File: config.mk
export PLATFORM = sky130hd
export DESIGN_NAME = alu_exec_stage
export DESIGN_NICKNAME = d
export VERILOG_FILES = /design/src/rtl/alu_exec_stage.sv
export SDC_FILE = /design/constraint.sdc
export NUM_CORES = 1
export LEC_CHECK = 0
export ABC_AREA = 1
export BUFFER_PORTS_ARGS = -buffer_cell sky130_fd_sc_hd__clkbuf_2
export CORE_ASPECT_RATIO = 1.75
export CORE_MARGIN = 1
export CORE_UTILIZATION = 49
export CTS_CLUSTER_SIZE = 12
export DETAILED_ROUTE_END_ITERATION = 7
export PLACE_DENSITY = 0.82
export RECOVER_POWER = 100
export SLEW_MARGIN = 20
export SYNTH_ARGS = -nofsm -noshare
export SYNTH_HDL_FRONTEND = slang
export SYNTH_SLANG_ARGS = --single-unit
export TNS_END_PERCENT = 50
File: constraint.sdc
create_clock -name clk -period 9 [get_ports clk]
set_input_delay 0.45 -clock clk [delete_from_list [all_inputs] [get_ports clk]]
set_output_delay 0.45 -clock clk [all_outputs]
set_load 0.02 [all_outputs]
File: src/rtl/alu_exec_stage.sv
// alu_exec_stage
//   Multi-cycle execute sequencer wrapped around an external combinational ALU.
//   One decoded operation is accepted per handshake. Its operands are latched
//   and presented to the ALU for one full cycle (EXEC). The ALU result is then
//   captured, with zero/negative/illegal flags, and held until writeback takes it.
//
// Ports
//   clk, reset           rising-edge clock, asynchronous active-high reset
//   in_valid / in_ready  decode -> stage handshake
//   rs1_data, rs2_data   source operands
//   imm, imm_sext        immediate field and its extension mode (1 = sign)
//   use_imm              1 selects the extended immediate as operand B
//   func                 000 add, 001 sub, 010 and, 011 sll, 100 srl, others illegal
//   alu_a/alu_b/alu_op   latched operands and opcode driven to the ALU
//   alu_out              combinational ALU result
//   out_valid/out_ready  stage -> writeback handshake
//   result, zero, neg    captured result and flags
//   illegal              completed op carried an illegal func

module alu_exec_stage #(
  parameter int WIDTH = 32,
  parameter int IMM_W = 16
) (
  input  logic             clk,
  input  logic             reset,
  input  logic             in_valid,
  output logic             in_ready,
  input  logic [WIDTH-1:0] rs1_data,
  input  logic [WIDTH-1:0] rs2_data,
  input  logic [IMM_W-1:0] imm,
  input  logic             imm_sext,
  input  logic             use_imm,
  input  logic [2:0]       func,
  output logic [WIDTH-1:0] alu_a,
  output logic [WIDTH-1:0] alu_b,
  output logic [2:0]       alu_op,
  input  logic [WIDTH-1:0] alu_out,
  output logic             out_valid,
  input  logic             out_ready,
  output logic [WIDTH-1:0] result,
  output logic             zero,
  output logic             neg,
  output logic             illegal
);

  typedef enum logic [1:0] {
    IDLE = 2'd0,
    EXEC = 2'd1,
    HOLD = 2'd2
  } state_t;

  state_t           state_q;
  logic [WIDTH-1:0] a_q;
  logic [WIDTH-1:0] b_q;
  logic [2:0]       op_q;
  logic             illPend_q;
  logic [WIDTH-1:0] result_q;
  logic             zero_q;
  logic             neg_q;
  logic             illegal_q;

  logic [WIDTH-1:0] immExt;
  logic [WIDTH-1:0] bSel;
  logic [WIDTH-1:0] b_d;
  logic [2:0]       op_d;
  logic             shiftOp;
  logic             illFunc;
  logic             accept;

  // Operand B preparation for the operation being accepted this cycle.
  // Shift amounts are masked to 0..31 so the ALU never sees an oversized shift,
  // and illegal funcs are turned into a harmless add whose output is ignored.
  always_comb begin
    immExt  = imm_sext ? {{(WIDTH-IMM_W){imm[IMM_W-1]}}, imm}
                       : {{(WIDTH-IMM_W){1'b0}}, imm};
    bSel    = use_imm ? immExt : rs2_data;
    shiftOp = (func == 3'b011) || (func == 3'b100);
    illFunc = (func > 3'b100);
    b_d     = shiftOp ? {{(WIDTH-5){1'b0}}, bSel[4:0]} : bSel;
    op_d    = illFunc ? 3'b000 : func;
  end

  // in_ready depends combinationally on out_ready so a held result can be
  // retired and replaced on the same edge (back-to-back operation).
  assign in_ready  = (state_q == IDLE) || ((state_q == HOLD) && out_ready);
  assign accept    = in_valid && in_ready;
  assign out_valid = (state_q == HOLD);

  assign alu_a   = a_q;
  assign alu_b   = b_q;
  assign alu_op  = op_q;
  assign result  = result_q;
  assign zero    = zero_q;
  assign neg     = neg_q;
  assign illegal = illegal_q;

  // Sequencer: operands latch on accept, the ALU output is captured at the end
  // of EXEC, and HOLD keeps result/flags stable until writeback accepts them.
  // Reset discards any in-flight op and clears the visible result.
  always_ff @(posedge clk or posedge reset) begin
    if (reset) begin
      state_q   <= IDLE;
      a_q       <= '0;
      b_q       <= '0;
      op_q      <= 3'b000;
      illPend_q <= 1'b0;
      result_q  <= '0;
      zero_q    <= 1'b1;
      neg_q     <= 1'b0;
      illegal_q <= 1'b0;
    end else begin
      case (state_q)
        IDLE: begin
          if (accept) state_q <= EXEC;
        end
        EXEC: begin
          state_q   <= HOLD;
          result_q  <= illPend_q ? '0 : alu_out;
          zero_q    <= illPend_q ? 1'b1 : (alu_out == '0);
          neg_q     <= ~illPend_q & alu_out[WIDTH-1];
          illegal_q <= illPend_q;
        end
        HOLD: begin
          if (out_ready) state_q <= accept ? EXEC : IDLE;
        end
        default: state_q <= IDLE;
      endcase

      if (accept) begin
        a_q       <= rs1_data;
        b_q       <= b_d;
        op_q      <= op_d;
        illPend_q <= illFunc;
      end
    end
  end

endmodule

==> summary.md, run 1 <==
| Metric | Value |
|---|---|
| ANT nets after route | 0 |
| CTS tree | yes |
| Die Area | 9200 um2 |
| Fin Setup TNS | 0 ns |
| Final hold violation count | 0 |
| Starting Density | 0.512 |
| Detailed-route vias per instance | 5.04 |
| Worst path most repeated cell | nand2_1 |
| GR peak layer | met2 |
| Post-synthesis cell area | 4310 um2 |
| CP Cell Sequence | inv_1 > nor2_1 > nor2_4 > nand2_1 > inv_1 > nand2_1 > nand2_1 |
| GP Congestion | 0.770 |
| Port bufs | 224 |
| Flop2flop setup slack | 4.88 ns |
| Drt wl/cell | 14.5 um |
| GRT met1 Usage | 0.276 |
| Overall Power | 1.61 mW |
| Final core utilization | 0.653 |
| Syn_nets | 548 |
| Via count | 3820 |
| Clock slew seen by the registers of the worst setup and hold paths | 0.07 ns |
| Period utilization | 0.458 |
| Critical setup path kind | flip-flop to flip-flop |
| Distinct cells, synth | 24 |
| Slew @ Worst Pin | 2.56 ns |
| WP buf/inv | 2 |
| Synth top area share | 0.598 |
| Pwr/cell area | 293 nW/um2 |
| Cell with the most instances after synthesis | nand2_1 |
| Drt first pass iters | 5 |
| RSZ-0062 raised after global routing | false |
| Fin Hold WS | 0.307 ns |
| Placed cells | 742 |
| Fill cell count | 761 |
| Worst slack, placed | 6.63 ns |
| Number of warning messages in the yosys log | 0 |
| Vias in the first global route | 3813 |
| Layout Cells excl Fill | 758 |
| Hold crit path type | input port to flip-flop |
| Leak pwr | 2.82 nW |
| DRC violations left | 0 |
| Crit path max fanout | 78 |
| PnR worst setup slack | 4.88 ns |
| Period minus WS final | 4.12 ns |
| Max Transition Viols Final | 221 |
| FP Rows | 44 |
| Clk_lat worst skew | 0.34 ns |
| Initial DRC Count | 138 |
| Clock Path Buffers | 2 |
| Die Width | 72.9 um |
| Status | complete, but fails checks |
| Synth Flop Type | dfrtp_1 |
| Final WL | 11000 um |
| PostCTS Resize Cnt | 0 |
| First-pass GRT wire length | 17300 um |
| Ant diodes | 0 |
| Layout area overhead | 27.6% |
| Violations in the final reports | capacitance limit, slew limit |
| Die outline height | 126 um |
| Synth top cells by count | nand2_1 (147), dfrtp_1 (103), nor2_1 (37) |
| Max-cap viol count | 4 |
| Register area share after synthesis | 0.604 |
| GR Util met3 | 0.0744 |
| Final instance area | 5500 um2 |
| Initial antenna violation count | 0 |
| Crit path max-delay family | simple AND/OR/NAND/NOR gates |
| Htree depth | 3 |
| Crit end category | flip-flop |
| I/O Pins | 225 |
| Synthesized flop and latch total | 104 |
| Overflow after GRT | 0 |
| Syn avg cell area | 10.1 um2 |
| CP max stage delay | 1.69 ns |
| Dpl cell area | 5420 um2 |
| Layout cells sized above 1 | 0.216 |
| Worst vdd ir | 0.000166 V |
| Hpwl dp | 7990 um |
| Synth area leader | dfrtp_1 |
| Startpoint types | flip-flop |
| WP data required | 9.22 ns |
| All-Layer GR Usage | 0.247 |
| Largest net degree at the start of global routing | 79 |
| Synth async-reset ratio | 1.00 |
| Clock sinks | 104 |
| Final Skew | 0.00605 ns |
| Final #Nets | 759 |
| Max-slew headroom | -0.719 |
| Total setup buffers inserted after CTS | 0 |
| CORE AREA | 8420 um2 |
| CTS Buf Count | 9 |
| Synth top area cells | dfrtp_1 (60%), nand2_1 (13%), a22o_1 (6.5%), o21ai_2 (4.1%), nor2_1 (3.2%) |
| FMAX | 243 MHz |
| Root buffer cell | clkbuf_16 |
| Crit path arrival time | 4.34 ns |
| Post-CTS Hold Fix Bufs | 0 |
| Number of synthesized flops with an enable pin | 0 |
| Setup-failing EPs final | 0 |
| Synthesized netlist cell count | 427 |
| Slowest CP cell | nand2_1 |
| M2 GR Usage | 0.431 |
==> metal layers <==
layer | part of all wire | vias up
li1 | - | 1822
met1 | 0.39 | 1794
met2 | 0.51 | 183
met3 | 0.075 | 21
met4 | 0.023 | 0
met5 | 0 | -
==> layout by cell type (no fill, tap or decap), drive strengths merged <==
cell,Yosys,routed
a21oi,1,1
dfstp,1,1
dfrtp,103,103
clkinvlp,0,1
mux2i,11,11
inv,9,8
o31ai,5,5
nand3,1,1
clkbuf,6,238
nor2,42,42
nor3,1,1
clkinv,0,1
o21ai,47,47
bufinv,0,2
a22o,32,32
nand2,149,149
==> path summary, 6_finish.rpt <==
path,from,to,depth (start not counted)
setup / recovery,state_q[1]$_DFFE_PP0P_,alu_a[14]$_DFFE_PP0P_,7
hold / removal,rs1_data[31],alu_a[31]$_DFFE_PP0P_,3
setup reg to reg,state_q[1]$_DFFE_PP0P_,alu_a[14]$_DFFE_PP0P_,7
hold reg to reg,alu_a[6]$_DFFE_PP0P_,alu_a[6]$_DFFE_PP0P_,2
max in group asynchronous,reset,alu_a[16]$_DFFE_PP0P_,3
min in group asynchronous,reset,alu_a[23]$_DFFE_PP0P_,2
==> cell type report <==
type / count / area (um2) / area share
multi-input cells: 289 / 1410 / 0.256
inverters: 9 / 35.0 / 0.00637
flip-flops and latches: 104 / 2600 / 0.473
repair buffers: 225 / 996 / 0.181
clock inverters: 3 / 65.1 / 0.0118
well taps: 115 / 144 / 0.0261
clock buffers: 13 / 250 / 0.0455
==> sequential cells by signal, summed over array words and instances (netlist names) <==
name,cells
alu_a,32
alu_op,3
illegal,1
alu_b,32
zero,1
illPend_q,1
result,32
state_q,2
==> where the power goes <==
part | internal, mW | switching (mW)
Clock | 0.251 | 0.162
Combinational | 0.159 | 0.353
Sequential | 0.605 | 0.0804
Total | 1.02 | 0.595
==> cells by family (layout without fill, tap and decap cells) <==
logic type,count (synthesis),in the layout,synth area share
simple gates,193,193,0.178
compound gates,85,85,0.147
mux,11,11,0.0255
buf+inv,34,250,0.0458
flops,104,104,0.604
==> worst reg2reg max path: stages, from the launching register on <==
cell and delay (ns):
dfrtp_1 0.35, inv_1 0.06, nor2_1 0.23, nor2_4 0.06
nand2_1 1.69, inv_1 1.27, nand2_1 0.28, nand2_1 0.08
Note: power is estimated with default switching activity, not from simulation.
==> run 2, diff against run 1 <==
--- a/config.mk
+++ b/config.mk
@@ -9,10 +9,10 @@
 export BUFFER_PORTS_ARGS = -buffer_cell sky130_fd_sc_hd__clkbuf_2
 export CORE_ASPECT_RATIO = 1.75
 export CORE_MARGIN = 1
-export CORE_UTILIZATION = 49
+export CORE_UTILIZATION = 45
 export CTS_CLUSTER_SIZE = 12
 export DETAILED_ROUTE_END_ITERATION = 7
-export PLACE_DENSITY = 0.82
+export PLACE_DENSITY = 0.76
 export RECOVER_POWER = 100
 export SLEW_MARGIN = 20
 export SYNTH_ARGS = -nofsm -noshare
==> constraint.sdc (replaced) <==
create_clock -name clk -period 4.2 [get_ports clk]
set_input_delay 0.21 -clock clk [delete_from_list [all_inputs] [get_ports clk]]
set_output_delay 0.21 -clock clk [all_outputs]
set_load 0.02 [all_outputs]
==> run 2 against run 1 <==
Effect of this change: the flow still finishes with violations (capacitance limit, slew limit); first-iteration DRC count increased by 27%; die area is 8.7% higher; critical path depth decreased by 4; worst hold slack worse by 0.25 ns; final cell count up 0.66%; combinational power up 110%; critical path type is now input port to asynchronous set/reset pin; largest cell class unchanged; highest routed layer unchanged.
==> summary.md, run 2 (synthesis results as in run 1) <==
| Metric | Value |
|---|---|
| Status | complete, but fails checks (unchanged) |
| Violations in the final reports | capacitance limit, slew limit (unchanged) |
| Final #Nets | 759 (unchanged) |
| Fill cell count | 897 (was 761) |
| Die outline height | 132 um (was 126 um) |
| Slowest CP cell | clkinvlp_2 (was nand2_1) |
| Final hold violation count | 0 (unchanged) |
| PostCTS Resize Cnt | 0 (unchanged) |
| Dpl cell area | 5430 um2 (was 5420 um2) |
| Initial antenna violation count | 0 (unchanged) |
| Starting Density | 0.468 (was 0.512) |
| DRC violations left | 0 (unchanged) |
| CTS tree | yes (unchanged) |
| Leak pwr | 2.83 nW (was 2.82 nW) |
| Crit end category | asynchronous set/reset pin (was flip-flop) |
| Clock Power Share | 0.251 (was 0.256) |
| CTS Buf Count | 9 (unchanged) |
| Register area | 2600 um2 (unchanged) |
| Final Skew | 0.00572 ns (was 0.00605 ns) |
| Ant diodes | 0 (unchanged) |
| Final WL | 10900 um (was 11000 um) |
| Layout cells sized above 1 | 0.222 (was 0.216) |
| CORE AREA | 9210 um2 (was 8420 um2) |
| Root buffer cell | clkbuf_16 (unchanged) |
| Total setup buffers inserted after CTS | 0 (unchanged) |
| Commonest non-fill, non-tap cell in the layout | nand2_1 (unchanged) |
| Critical setup path kind | input port to asynchronous set/reset pin (was flip-flop to flip-flop) |
| RSZ-0062 raised after global routing | false (unchanged) |
| Pwr/cell area | 618 nW/um2 (was 293 nW/um2) |
| Htree depth | 3 (unchanged) |
| Comb power frac | 0.320 (was 0.318) |
| Slew @ Worst Pin | 3.00 ns (was 2.56 ns) |
| Vias in the first global route | 3848 (was 3813) |
| Hpwl dp | 8000 um (was 7990 um) |
| Clock sinks | 104 (unchanged) |
| Port bufs | 224 (unchanged) |
| CP max stage delay | 1.69 ns (about the same) |
| Max Transition Viols Final | 72 (was 221) |
| Die Width | 76.0 um (was 72.9 um) |
| Clock Path Buffers | 2 (unchanged) |
| Drt first pass iters | 4 (was 5) |
| Via count | 3815 (was 3820) |
| Initial DRC Count | 175 (was 138) |
| Power share of the sequential group | 0.429 (was 0.425) |
| Fin Setup TNS | 0 ns (unchanged) |
| CP Cell Sequence | clkbuf_2 > clkinvlp_2 > clkbuf_2 (was inv_1 > nor2_1 > nor2_4 > nand2_1 > inv_1 > nand2_1 > nand2_1) |
| Overflow after GRT | 0 (unchanged) |
| FMAX | 390 MHz |
| Final instance area | 5530 um2 (was 5500 um2) |
| Die Area | 10000 um2 (was 9200 um2) |
| All-Layer GR Usage | 0.225 (was 0.247) |
| Max-cap viol count | 1 (was 4) |
| Clk_lat worst skew | 0.34 ns (about the same) |
| Drt wl/cell | 14.3 um (was 14.5 um) |
| First-pass GRT wire length | 18000 um (was 17300 um) |
| Pint | 2.14 mW (was 1.02 mW) |
| Setup-failing EPs final | 0 (unchanged) |
| Most frequent cells in the layout | nand2_1 (148), clkbuf_2 (121), clkbuf_1 (104) (was nand2_1 (149), clkbuf_2 (121), clkbuf_1 (107)) |
| I/O Pins | 225 (unchanged) |
| GP Congestion | 0.765 (was 0.770) |
| Multi-input logic area | 1430 um2 (was 1410 um2) |
| ANT nets after route | 0 (unchanged) |
| Detailed-route vias per instance | 5.00 (was 5.04) |
| Clock slew seen by the registers of the worst setup and hold paths | 0.07 ns (about the same) |
| Period utilization | 0.611 |
| Crit path max-delay family | buffers and inverters (was simple AND/OR/NAND/NOR gates) |
| Layout area overhead | 28.3% (was 27.6%) |
| Worst path most repeated cell | clkbuf_2 (was nand2_1) |
| WP data required | 4.56 ns (was 9.22 ns) |
| Post-CTS Hold Fix Bufs | 0 (unchanged) |
| Period minus WS final | 2.56 ns |
| Worst vdd ir | 0.000287 V (was 0.000166 V) |
| Crit path arrival time | 2.93 ns (was 4.34 ns) |
| Startpoint types | input port (was flip-flop) |
| Switching pwr | 1.28 mW (was 0.595 mW) |
| Max-slew headroom | -1.01 (was -0.719) |
| Switch share | 0.374 (was 0.370) |
| WP buf/inv | 3 (was 2) |
| Largest net degree at the start of global routing | 79 (unchanged) |
| Crit path max fanout | 71 (was 78) |
| FP Rows | 46 (was 44) |
| Hold crit path type | input port to flip-flop (unchanged) |
run 2: worst min-delay path, cell delays in order:
cell	delay [ns]
clkbuf_2	0.07
nand2_1	0.04
nand2_1	0.04
run 2: final cells by class:
type,count,share of cell area
flip-flops and latches,104,0.471
multi-input cells,289,0.258
repair buffers,225,0.180
clock buffers,12,0.0482
well taps,120,0.0271
clock inverters,4,0.00927
inverters,9,0.00633
run 2: final timing paths:
path	from	end	slack, ns	depth (start not counted)
setup / recovery	reset	state_q[0]$_DFFE_PP0P_	1.64	3
hold / removal	rs1_data[8]	alu_a[8]$_DFFE_PP0P_	0.06	3
setup reg to reg	state_q[1]$_DFFE_PP0P_	alu_a[6]$_DFFE_PP0P_	1.78	7
hold reg to reg	alu_a[26]$_DFFE_PP0P_	alu_a[26]$_DFFE_PP0P_	0.48	2
max in group clk	state_q[1]$_DFFE_PP0P_	alu_a[6]$_DFFE_PP0P_	1.78	7
min in group asynchronous	reset	result[3]$_DFFE_PP0N_	0.72	2
run 2: through the flow:
stage	hold WS [ns]	utilization	instances	setup WS, ns	power (mW)
after floorplan	0.320	-	427	1.26	2.25
after global placement	0.406	0.590	747	2.08	2.66
after detailed placement	0.409	0.590	747	1.96	2.69
after CTS	0.0477	0.624	763	1.97	3.57
after global routing	0.0611	0.601	763	0.990	3.61
final	0.0591	0.601	763	1.64	3.42
run 2: power by group through the flow:
stage / Sequential [mW] / Clock, mW / Combinational [mW]
6_report: 1.47 / 0.860 / 1.09
3_5_place_dp: 1.48 / 0 / 1.21
4_1_cts: 1.47 / 0.888 / 1.21
5_1_grt: 1.50 / 0.919 / 1.19
3_3_place_gp: 1.48 / 0 / 1.19
2_1_floorplan: 1.82 / 0 / 0.424
run 2: metal layers:
| layer | wire length (um) | GRT usage | vias to the layer above |
|---|---|---|---|
| li1 | - | - | 1822 |
| met1 | 4250 | 0.256 | 1783 |
| met2 | 5600 | 0.396 | 193 |
| met3 | 853 | 0.0611 | 17 |
| met4 | 197 | 0.0908 | 0 |
| met5 | 0 | 0 | - |
==> run 3, diff against run 2 <==
--- a/config.mk
+++ b/config.mk
@@ -9,10 +9,10 @@
 export BUFFER_PORTS_ARGS = -buffer_cell sky130_fd_sc_hd__clkbuf_2
 export CORE_ASPECT_RATIO = 1.75
 export CORE_MARGIN = 1
-export CORE_UTILIZATION = 45
+export CORE_UTILIZATION = 41
 export CTS_CLUSTER_SIZE = 12
 export DETAILED_ROUTE_END_ITERATION = 7
-export PLACE_DENSITY = 0.76
+export PLACE_DENSITY = 0.73
 export RECOVER_POWER = 100
 export SLEW_MARGIN = 20
 export SYNTH_ARGS = -nofsm -noshare
==> constraint.sdc (replaced) <==
create_clock -name clk -period 2.26 [get_ports clk]
set_input_delay 0.113 -clock clk [delete_from_list [all_inputs] [get_ports clk]]
set_output_delay 0.113 -clock clk [all_outputs]
set_load 0.02 [all_outputs]
==> run 3 against run 2 <==
Effect of this change: the flow now finishes without violations; clock skew fell by 0.00089 ns; combinational power rose by 94%; register-to-register slack got worse by 1.3 ns; clock power rose by 76%; largest power group unchanged.
==> summary.md, run 3 (synthesis results as in run 1) <==
| Metric | Value |
|---|---|
| FMAX | 570 MHz |
| All-Layer GR Usage | 0.224 (was 0.225) |
| Most frequent cells in the layout | nand2_1 (147), clkbuf_2 (121), clkbuf_1 (104) (was nand2_1 (148), clkbuf_2 (121), clkbuf_1 (104)) |
| Drt first pass iters | 4 (unchanged) |
| PnR worst setup slack | 0.504 ns (was 1.64 ns) |
| Via count | 4056 (was 3815) |
| Die Width | 79.5 um (was 76.0 um) |
| CORE AREA | 10200 um2 (was 9210 um2) |
| Port bufs | 224 (unchanged) |
| Critical setup path kind | flip-flop to flip-flop (was input port to asynchronous set/reset pin) |
| Layout cells sized above 1 | 0.215 (was 0.222) |
| Hpwl dp | 8690 um (was 8000 um) |
| FP Rows | 49 (was 46) |
| DRC violations left | 0 (unchanged) |
| GP Congestion | 0.779 (was 0.765) |
| Vias in the first global route | 3991 (was 3848) |
| Detailed-route vias per instance | 4.98 (was 5.00) |
| Fin Hold WS | 0.00800 ns (was 0.0591 ns) |
| Max-slew headroom | 0.275 (was -1.01) |
| Largest net degree at the start of global routing | 61 (was 79) |
| Crit end category | flip-flop (was asynchronous set/reset pin) |
| I/O Pins | 225 (unchanged) |
| CTS tree | yes (unchanged) |
| Initial DRC Count | 234 (was 175) |
| CTS Buf Count | 9 (unchanged) |
| Met3 routed wirelength | 785 um (was 853 um) |
| ANT nets after route | 0 (unchanged) |
| Final hold violation count | 0 (unchanged) |
| Die outline height | 138 um (was 132 um) |
| Leak pwr | 3.02 nW (was 2.83 nW) |
| First-pass GRT wire length | 18600 um (was 18000 um) |
| Period utilization | 0.777 |
| Die Area | 10900 um2 (was 10000 um2) |
| Layout area overhead | 38.6% (was 28.3%) |
| Period minus WS final | 1.76 ns |
| Setup-failing EPs final | 0 (unchanged) |
| Fin Setup TNS | 0 ns (unchanged) |
| Slew @ Worst Pin | 1.09 ns (was 3.00 ns) |
| Worst vdd ir | 0.000611 V (was 0.000287 V) |
| Final WL | 12300 um (was 10900 um) |
| Startpoint types | flip-flop (was input port) |
| Clock slew seen by the registers of the worst setup and hold paths | 0.07 ns (about the same) |
| Clock sinks | 104 (unchanged) |
| Drt wl/cell | 15.0 um (was 14.3 um) |
| Fill cell count | 959 (was 897) |
| Pwr/cell area | 1070 nW/um2 (was 618 nW/um2) |
| Ant diodes | 0 (unchanged) |
| Worst slack, placed | 0.587 ns (was 1.96 ns) |
| Crit path arrival time | 2.02 ns (was 2.93 ns) |
| Crit path max fanout | 34 (was 71) |
| Met2 Wirelength | 6230 um (was 5600 um) |
| Final Skew | 0.00482 ns (was 0.00572 ns) |
| Clock Path Buffers | 2 (unchanged) |
| Final #Nets | 805 (was 759) |
| WP data required | 2.53 ns (was 4.56 ns) |
| Met1 Routed Length | 4770 um (was 4250 um) |
| Commonest non-fill, non-tap cell in the layout | nand2_1 (unchanged) |
| RSZ-0062 raised after global routing | false (unchanged) |
| Root buffer cell | clkbuf_16 (unchanged) |
| Max Transition Viols Final | 0 (was 72) |
| Status | finished, final reports clean (was complete, but fails checks) |
| Htree depth | 3 (unchanged) |
| Overflow after GRT | 0 (unchanged) |
| Hold crit path type | input port to flip-flop (unchanged) |
| Max-cap viol count | 0 (was 1) |
| Clk_lat worst skew | 0.34 ns (about the same) |
| Top routing layer in use | met4 (unchanged) |
| Initial antenna violation count | 0 (unchanged) |
| Starting Density | 0.421 (was 0.468) |
## run 3: changes by cell type in the layout (fill, tap and decap cells not counted)
cell,before,now
dlygate4sd3_1,0,42
buf_4,0,3
clkbuf_8,3,0
clkinv_2,1,3
o21ai_0,44,46
o21ai_1,2,0
buf_12,0,1
clkinv_1,1,0
inv_2,0,1
nand2_1,148,147
nand2_2,0,1
## run 3: worst max-delay path, stage by stage (launching register included)
cell and delay [ns]:
dfrtp_1 0.41, inv_1 0.08, nor2_1 0.20, inv_2 0.30, nor2_8 0.46, inv_1 0.08, nor2_1 0.11, nor2_1 0.05
## run 3: worst paths after layout
kind / slack [ns] / depth (start not counted) / startpoint / to
setup / recovery: 0.50 / 7 / state_q[0]$_DFFE_PP0P_ / zero$_DFFE_PP1N_
hold / removal: 0.008 / 3 / rs1_data[14] / alu_a[14]$_DFFE_PP0P_
setup reg to reg: 0.50 / 7 / state_q[0]$_DFFE_PP0P_ / zero$_DFFE_PP1N_
hold reg to reg: 0.48 / 2 / alu_b[3]$_DFFE_PP0P_ / alu_b[3]$_DFFE_PP0P_
max in group asynchronous: 0.83 / 4 / reset / alu_b[21]$_DFFE_PP0P_
min in group asynchronous: 0.43 / 4 / reset / result[16]$_DFFE_PP0N_
## run 3: power by group
| group | switching [mW] | total (mW) | leakage, nW | internal (mW) |
|---|---|---|---|---|
| clock network | 0.665 | 1.51 | 0.141 | 0.848 |
| logic | 1.44 | 2.12 | 1.58 | 0.679 |
| registers | 0.328 | 2.74 | 1.30 | 2.41 |
| total | 2.43 | 6.37 | 3.02 | 3.94 |
## run 3: final cells by class
class / count / area (um2) / area share
Timing Repair Buffer: 271 / 1460 / 0.244
Clock buffer: 9 / 225 / 0.0377
Sequential cell: 104 / 2600 / 0.436
Inverter: 9 / 35.0 / 0.00586
Tap cell: 127 / 159 / 0.0266
Multi-Input combinational cell: 289 / 1430 / 0.240
Clock inverter: 6 / 61.3 / 0.0103
## run 3: what timing repair did
action	in CTS	in global routing
resized for setup	0	0
hold buffers	42	0
endpoints found under the hold margin	144	0
buffers inserted	0	0
## run 3: stage by stage
| step | cells | power (mW) | utilization | instance area [um2] |
|---|---|---|---|---|
| 2_1_floorplan | 427 | 4.17 | - | 4320 |
| 5_1_grt | 815 | 6.73 | 0.584 | 5980 |
| 6_report | 815 | 6.37 | 0.584 | 5980 |
| 3_5_place_dp | 758 | 5.04 | 0.537 | 5500 |
| 3_3_place_gp | 758 | 4.97 | 0.537 | 5500 |
| 4_1_cts | 815 | 6.63 | 0.606 | 6200 |
## run 3: metal layers
layer  global-route usage  vias to the layer above
met4                0.141                        0
met5                    0                        -
met3               0.0371                       36
li1                     -                     1909
met1                0.255                     1925
met2                0.384                      186
